--- src/rtl/pipelined_vector_adder_pkg.sv ---
// Shared types and helpers for the pipelined SIMD vector adder.
// Holds the sew encoding, byte-lane width and element-boundary mask helper.
package pipelined_vector_adder_pkg;

  localparam int LANE = 8;

  typedef enum logic [1:0] {
    SEW8  = 2'b00,
    SEW16 = 2'b01,
    SEW32 = 2'b10,
    SEW64 = 2'b11
  } sew_e;

  // Bit i set when byte i is the lowest byte of an element.
  function automatic logic [7:0] bnd_mask(input sew_e s);
    logic [7:0] m;
    m = 8'h01;
    unique case (s)
      SEW8:  m = 8'hFF;
      SEW16: m = 8'h55;
      SEW32: m = 8'h11;
      SEW64: m = 8'h01;
    endcase
    return m;
  endfunction

endpackage

--- src/rtl/pipelined_vector_adder_segment_adder.sv ---
// One combinational adder segment of NB byte lanes.
// Ports: a/b operands, sub, cin (chained), bnd (per-byte element start), sum, co (per-byte carry), cout.
module segment_adder
  import pipelined_vector_adder_pkg::*;
#(
  parameter int NB = 2
) (
  input  logic [NB*LANE-1:0] a,
  input  logic [NB*LANE-1:0] b,
  input  logic               sub,
  input  logic               cin,
  input  logic [NB-1:0]      bnd,
  output logic [NB*LANE-1:0] sum,
  output logic [NB-1:0]      co,
  output logic               cout
);

  logic [NB*LANE-1:0] bx;
  logic [LANE:0]      t;
  logic               c;
  logic               ci;

  assign bx = b ^ {(NB*LANE){sub}};

  always_comb begin
    sum = '0;
    co  = '0;
    t   = '0;
    ci  = 1'b0;
    c   = cin;
    for (int i = 0; i < NB; i++) begin
      // An element start takes the subtract carry-in, never the chain.
      ci = bnd[i] ? sub : c;
      t  = {1'b0, a[i*LANE +: LANE]}
         + {1'b0, bx[i*LANE +: LANE]}
         + {{LANE{1'b0}}, ci};
      sum[i*LANE +: LANE] = t[LANE-1:0];
      co[i] = t[LANE];
      c     = t[LANE];
    end
    cout = c;
  end

endmodule

--- src/rtl/pipelined_vector_adder.sv ---
// Pipelined SIMD add/sub: one WIDTH/STAGES-bit segment per stage, valid/ready flow.
// Ports: clk, rst, in_valid/in_ready, a, b, sub, sew, out_valid/out_ready, sum, carry.
module pipelined_vector_adder
  import pipelined_vector_adder_pkg::*;
#(
  parameter int WIDTH  = 64,
  parameter int STAGES = 4
) (
  input  logic                  clk,
  input  logic                  rst,
  input  logic                  in_valid,
  output logic                  in_ready,
  input  logic [WIDTH-1:0]      a,
  input  logic [WIDTH-1:0]      b,
  input  logic                  sub,
  input  logic [1:0]            sew,
  output logic                  out_valid,
  input  logic                  out_ready,
  output logic [WIDTH-1:0]      sum,
  output logic [WIDTH/LANE-1:0] carry
);

  localparam int SEG    = WIDTH / STAGES;
  localparam int NB     = SEG / LANE;
  localparam int NBYTES = WIDTH / LANE;

  logic              v_q   [STAGES];
  logic [WIDTH-1:0]  x_q   [STAGES];
  logic [WIDTH-1:0]  y_q   [STAGES];
  logic [NBYTES-1:0] c_q   [STAGES];
  logic              sub_q [STAGES];
  logic [1:0]        sew_q [STAGES];
  logic              ci_q  [STAGES];

  logic              s_v   [STAGES];
  logic [WIDTH-1:0]  s_x   [STAGES];
  logic [WIDTH-1:0]  s_y   [STAGES];
  logic [NBYTES-1:0] s_c   [STAGES];
  logic              s_sub [STAGES];
  logic [1:0]        s_sew [STAGES];
  logic              s_ci  [STAGES];

  logic [WIDTH-1:0]  n_x   [STAGES];
  logic [NBYTES-1:0] n_c   [STAGES];
  logic              n_ci  [STAGES];

  logic adv;

  assign adv       = !v_q[STAGES-1] || out_ready;
  assign in_ready  = rst || adv;
  assign out_valid = v_q[STAGES-1];
  assign sum       = x_q[STAGES-1];
  assign carry     = c_q[STAGES-1];

  // x holds finished sum segments below k and operand A above;
  // y holds operand B for segments still to be computed.
  for (genvar k = 0; k < STAGES; k++) begin : g_stage
    localparam logic [WIDTH-1:0] M =
      WIDTH'({SEG{1'b1}}) << (k*SEG);

    logic [SEG-1:0]    seg_s;
    logic [NB-1:0]     seg_co;
    logic              seg_cout;
    logic [NBYTES-1:0] bm;
    logic [NBYTES-1:0] tm;
    logic [NBYTES:0]   tx;

    if (k == 0) begin : g_in
      assign s_v[k]   = in_valid;
      assign s_x[k]   = a;
      assign s_y[k]   = b;
      assign s_c[k]   = '0;
      assign s_sub[k] = sub;
      assign s_sew[k] = sew;
      assign s_ci[k]  = 1'b0;
    end else begin : g_reg
      assign s_v[k]   = v_q[k-1];
      assign s_x[k]   = x_q[k-1];
      assign s_y[k]   = y_q[k-1];
      assign s_c[k]   = c_q[k-1];
      assign s_sub[k] = sub_q[k-1];
      assign s_sew[k] = sew_q[k-1];
      assign s_ci[k]  = ci_q[k-1];
    end

    assign bm = NBYTES'(bnd_mask(sew_e'(s_sew[k])));
    // Top byte of an element sits just below the next element start.
    assign tx = {1'b1, bm};
    assign tm = tx[NBYTES:1];

    segment_adder #(.NB(NB)) u_seg (
      .a    (s_x[k][k*SEG +: SEG]),
      .b    (s_y[k][k*SEG +: SEG]),
      .sub  (s_sub[k]),
      .cin  (s_ci[k]),
      .bnd  (bm[k*NB +: NB]),
      .sum  (seg_s),
      .co   (seg_co),
      .cout (seg_cout)
    );

    assign n_x[k]  = (s_x[k] & ~M)
                   | (WIDTH'(seg_s) << (k*SEG));
    assign n_c[k]  = s_c[k]
                   | (NBYTES'(seg_co & tm[k*NB +: NB]) << (k*NB));
    assign n_ci[k] = seg_cout;
  end

  always_ff @(posedge clk) begin
    if (rst) begin
      for (int k = 0; k < STAGES; k++) begin
        v_q[k]   <= 1'b0;
        x_q[k]   <= '0;
        y_q[k]   <= '0;
        c_q[k]   <= '0;
        sub_q[k] <= 1'b0;
        sew_q[k] <= '0;
        ci_q[k]  <= 1'b0;
      end
    end else if (adv) begin
      for (int k = 0; k < STAGES; k++) begin
        v_q[k]   <= s_v[k];
        x_q[k]   <= n_x[k];
        y_q[k]   <= s_y[k];
        c_q[k]   <= n_c[k];
        sub_q[k] <= s_sub[k];
        sew_q[k] <= s_sew[k];
        ci_q[k]  <= n_ci[k];
      end
    end
  end

endmodule

--- config.mk ---
export PLATFORM = sky130hd
export DESIGN_NAME = pipelined_vector_adder
export DESIGN_NICKNAME = d
export VERILOG_FILES = /design/src/rtl/pipelined_vector_adder_pkg.sv /design/src/rtl/pipelined_vector_adder_segment_adder.sv /design/src/rtl/pipelined_vector_adder.sv
export SDC_FILE = /design/constraint.sdc
export NUM_CORES = 1
export LEC_CHECK = 0
export BUFFER_PORTS_ARGS = -buffer_cell sky130_fd_sc_hd__buf_2
export CORE_ASPECT_RATIO = 0.75
export CORE_MARGIN = 2
export CORE_UTILIZATION = 53
export DETAILED_ROUTE_END_ITERATION = 10
export PLACE_DENSITY_LB_ADDON = 0.1
export SLEW_MARGIN = 20
export SYNTH_ARGS = -nofsm -noshare
export SYNTH_HDL_FRONTEND = slang
export SYNTH_SLANG_ARGS = --single-unit
--- constraint.sdc ---
create_clock -name clk -period 17.1 [get_ports clk]
set_input_delay 4.275 -clock clk [delete_from_list [all_inputs] [get_ports clk]]
set_output_delay 4.275 -clock clk [all_outputs]
set_load 0.02 [all_outputs]
==> flow_summary.ini, run 1 <==
[clock_network]
cts_sinks = 388
path_clk_slew_ps = 60
cts-root-buf = clkbuf_16
postCtsSetupRepairBufs = 0
htreeDepth = 2
worstSkewPairLatency_ps = 530
ctsHoldBuffers = 0
post_cts_resized = 0
tritoncts = done
numCtsBuffers = 38
cts_max_path_buffers = 3

[critical_path]
r2r_start = sub_q[0][1]
worst-path-stages = 5
path_cells = buf_2 -> inv_8 -> nand3b_1 -> buf_4 -> buf_2
setup.worst_path.end = in_ready
cp_common_cell = buf_2
r2r_slack_ps = 12110
cp_max_fo = 53
crit_family = buffers and inverters
crit_path_start_kind = primary input
worstPathArrival_ps = 5430
worst-setup-path-type = in -> out
crit_start = out_ready
max_stage_delay_ps = 600
worstSetupEndpointType = output port
crit_path_top_delay_cell = buf_4
critPathBufInv = 4
rr_endpoint = c_q[0][21]
worstPathRequired_ps = 12820
r2r_cells = 15

[timing]
max_freq_mhz = 103.0
period_needed_ps = 9705
finalSetupTns_ps = 0
hold_viol = 0
rsz0062_at_grt = no
finalSetupViolCount = 0
slew_headroom = 0.2712
period_share = 0.5676
setup_slack_ps = 7395
worst_pin_slew_ps = 1093
skew_ps = 18.76
maxSlewViolCount = 0

[worst_hold_path]
min_from = y_q[0][127]
min_path_type = reg -> reg

[die]
ioPinCount = 209
std_cell_rows = 57
dieWidth_um = 213.4
core-area_um2 = 32380
die_h_um = 161.1
die_area_um2 = 34380
start_util = 0.5385

[drt]
num_vias = 9424
drt_iter0_markers = 645
antenna_left = 0
firstDrtPassIters = 5
drc = 0
wl_per_cell_um = 15.14
viasPerCell = 4.944
finalWirelength_um = 28860

[layout]
multi_input_area_um2 = 5398
final_cell_mix = 388 x edfxtp_1, 313 x and2_1, 208 x buf_2
nNetsFinal = 1643
syn_to_final_growth_pct = 14.65
drive_gt1_frac = 0.1866
fillCellCount = 2570
seqCellArea_um2 = 11650
layout_commonest_cell = edfxtp_1

[yosys]
synth_area_leaders = edfxtp_1 67%, and2_1 11%, ha_1 4.0%
synth_mux_area_frac = 0.008037
synth_top_family_by_area = simple AND/OR/NAND/NOR gates
synth_compound_area_frac = 0.04119
yosysWarnings = 0
yosysSeqAreaShare = 0.6682
syn_area_per_cell_um2 = 14.07
synthAdderAreaFrac = 0.05741
yosys.area_share.xor_xnor = 0.04220
yosysUniqueCellTypes = 42
syn_nets = 1445
syn_area_um2 = 17440
ys_seq_elements = 388
synth_cells = 1239
netlist.area_leader.share = 0.6682
synth_top_cell_by_area = edfxtp_1
synthSimpleGateAreaFrac = 0.1600

[power]
peakVddDrop_uv = 66.31
leakagePower_nw = 8.798
power_density_nw_per_um2 = 106.8

[global_route]
grt-ovfl-total = 0
grt_max_degree = 199
antenna_found_initial = 1
track_usage = 0.1709
grt_pass1_vias = 9168
grt_pass1_wl_um = 46260

[flow_run]
drv_cap = 0

[placement]
dp_hpwl_um = 18290
pre_cts_ws_ps = 7350
port_buffers = 208
gp_congestion = 0.8096

[status]
status = completed
-- worst reg2reg max path, stage by stage, from the launching register on --
cell and delay [ps]:
edfxtp_1 1040, xnor2_1 230, fa_1 500, fa_1 420
nand2b_1 190, a21oi_1 220, o21ai_1 140, a21oi_1 230
mux2i_1 130, fa_1 480, fa_1 410, nand2b_1 170
a21oi_1 210, o31ai_1 120, a21oi_1 200, nor2b_1 150
-- through the flow --
stage               instance area [um2]  utilization  hold WS [ps]  cells  total power, mW
floorplan                         17440            -         496.7   1239            1.315
global placement                  18840       0.5818         498.6   1839            1.368
CTS                               19980       0.6172         514.6   1905            2.160
finish                            19990       0.6174         510.9   1906            2.134
global route                      19990       0.6174         525.1   1906            2.228
detailed placement                18840       0.5818         501.4   1839            1.375
-- logic make-up (layout without fill, tap and decap cells) --
group,count (synthesis),after routing
flops,388,388
simple gates,484,484
compound gates,110,110
xor+xnor,84,84
fa+ha+maj,71,71
mux,14,14
other cells,0,1
buf+inv,88,312
-- sequential cells by signal (all words and copies together) (netlist names) --
signal and count:
x_q 256, y_q 96, c_q 20, sew_q 6
v_q 4, ci_q 3, sub_q 3
-- per-layer routing --
| layer | vias up | GRT usage | routed length, um |
|---|---|---|---|
| met5 | - | 0 | 0 |
| met4 | 0 | 0.06376 | 834 |
| met3 | 52 | 0.03092 | 1258 |
| li1 | 4731 | - | - |
| met2 | 199 | 0.2677 | 13550 |
| met1 | 4442 | 0.2408 | 13220 |
-- cell type report --
class                   count  area share
clock buffers              46     0.05013
repair buffers            217     0.05627
diodes                      1   0.0001252
inverters                  29    0.005821
well taps                 442     0.02766
multi-input cells         763      0.2700
clock inverters            20    0.007135
flip-flops and latches    388      0.5828
-- report_power, final --
group	switching [mW]	internal (mW)	leakage, nW
logic	0.118	0.0934	3.63
registers	0.0194	1.12	4.61
clock network	0.334	0.446	0.567
total	0.472	1.66	8.80
-- worst min-delay path by stage --
stage	to	slack, ps	depth (start not counted)
2_1_floorplan	c_q[0][16]	500	1
3_3_place_gp	x_q[0][220]	500	1
3_5_place_dp	x_q[0][147]	500	1
4_1_cts	y_q[0][191]	510	1
5_1_grt	y_q[0][191]	530	1
6_report	y_q[0][191]	510	1
-- synthesized netlist by cell type (all sizes together) --
library cell,number
and2,313
nor4,2
a21boi,4
a211oi,7
nand3b,3
nor2,71
ha,56
a21o,5
buf,40
a21oi,29
xnor2,14
inv,29
o31a,6
nor3b,4
o31ai,4
fa,15
a2111oi,1
nor2b,13
o21bai,2
mux2i,14
o21a,15
and3,7
a2111o,1
nand3,10
o21ai,25
edfxtp,388
nand2b,21
or3,2
o2111ai,4
nand4b,1
o211ai,5
o22ai,1
nand2,18
or4,1
nor3,18
clkbuf,19
xor2,70
a31oi,1
No activity file was read; power rests on OpenSTA's default activity.
==> run 2, diff against run 1 <==
==> constraint.sdc (replaced) <==
create_clock -name clk -period 7.8 [get_ports clk]
set_input_delay 1.95 -clock clk [delete_from_list [all_inputs] [get_ports clk]]
set_output_delay 1.95 -clock clk [all_outputs]
set_load 0.02 [all_outputs]
==> flow_summary.ini, run 2 (synthesis gave the netlist of run 1 again) <==
[layout]
post-route-util = 0.6203
syn_to_final_growth_pct = 15.18
layout_commonest_cell = edfxtp_1
largest-register = x_q
top_regs = x_q (256), y_q (96), c_q (20)
nNetsFinal = 1643
drive_gt1_frac = 0.1875
multi_input_area_um2 = 5398
fillCellCount = 2542
largest_register_ffs = 256
final_cell_mix = 388 x edfxtp_1, 313 x and2_1, 208 x buf_2
seqCellArea_um2 = 11650

[timing]
rsz0062_at_grt = no
finalSetupViolCount = 0
max_freq_mhz = 190.1
maxSlewViolCount = 0
finalSetupTns_ps = 0
slew_headroom = 0.2870
worst_pin_slew_ps = 1069
hold_viol = 0
holdWs_ps = 507.7
skew_ps = 13.42
period_needed_ps = 5261
period_share = 0.6745

[power]
finalPower_mw = 4.799
power_density_nw_per_um2 = 239.0
internal-power_mw = 3.752
comb_power_share = 0.096
p_clk_frac = 0.381
leakagePower_nw = 8.835
swShare = 0.2182
power_frac_seq = 0.522
peakVddDrop_uv = 157.9
power.net_switching_mw = 1.047

[die]
die_area_um2 = 34380
dieWidth_um = 213.4
core-area_um2 = 32380
ioPinCount = 209
start_util = 0.5385
std_cell_rows = 57
die_h_um = 161.1

[clock_network]
htreeDepth = 2
ctsHoldBuffers = 0
cts-root-buf = clkbuf_16
cts_max_path_buffers = 3
numCtsBuffers = 39
cts_sinks = 388
postCtsSetupRepairBufs = 0
tritoncts = done
post_cts_resized = 0
path_clk_slew_ps = 60
worstSkewPairLatency_ps = 530

[critical_path]
crit_path_start_kind = primary input
worstSetupEndpointType = register
worst-setup-path-type = in -> reg
worstPathArrival_ps = 5640
cp_max_fo = 18
worstPathRequired_ps = 8180

[placement]
dp_hpwl_um = 18190
gp_congestion = 0.8730
port_buffers = 208

[drt]
wl_per_cell_um = 15.21
drt_iter0_markers = 614
drc = 0
viasPerCell = 4.926
antenna_left = 0
finalWirelength_um = 28960
num_vias = 9379
firstDrtPassIters = 4

[global_route]
grt-ovfl-total = 0
grt_pass1_vias = 8959
grt_pass1_wl_um = 46090
grt_max_degree = 173
antenna_found_initial = 1
track_usage = 0.1711

[status]
status = completed

[flow_run]
drv_cap = 0

[worst_hold_path]
min_path_type = reg -> reg
## run 2: worst max-delay path: stages
cell and delay [ps]:
buf_2 400, xor2_1 250, inv_1 80, fa_1 430, nand2b_1 180, a21oi_1 170
o21ai_0 120, a21oi_1 170, mux2i_1 110, fa_1 460, fa_1 410, nor2b_1 230
o31a_1 220, o31ai_1 110, a21oi_1 180, nor2b_1 150
## run 2: area by class of cell
class                           count  area share
Clock buffer                       48     0.05240
Antenna cell                        1   0.0001246
Timing Repair Buffer              216     0.05607
Tap cell                          442     0.02754
Multi-Input combinational cell    763      0.2688
Clock inverter                     17    0.009158
Sequential cell                   388      0.5802
Inverter                           29    0.005794
## run 2: power by group through the flow
stage	clock (mW)	combinational (mW)	sequential, mW
2_1_floorplan	0	0.307	2.58
3_3_place_gp	0	0.455	2.55
3_5_place_dp	0	0.464	2.55
4_1_cts	1.88	0.467	2.51
5_1_grt	1.96	0.522	2.52
6_report	1.83	0.462	2.51
## run 2: worst paths after layout
| path | start | to | slack [ps] | cells past startpoint |
|---|---|---|---|---|
| setup / recovery | sub | c_q[0][1] | 2540 | 16 |
| hold / removal | x_q[0][124] | x_q[0][188] | 510 | 1 |
| setup reg to reg | sub_q[0][1] | c_q[0][21] | 2880 | 15 |
| hold reg to reg | x_q[0][124] | x_q[0][188] | 510 | 1 |
## run 2: routing by layer
layer	up-vias	part of all wire	GRT usage
li1	4731	-	-
met1	4390	0.45	0.2429
met2	218	0.47	0.2702
met3	40	0.051	0.03228
met4	0	0.022	0.05240
met5	-	0	0
## run 2: per-stage QoR
step	setup slack [ps]	cells	instance area, um2
2_1_floorplan	-6552	1239	17440
3_3_place_gp	2260	1838	18840
3_5_place_dp	2051	1838	18840
4_1_cts	2608	1903	20080
5_1_grt	2327	1904	20080
6_report	2539	1904	20080
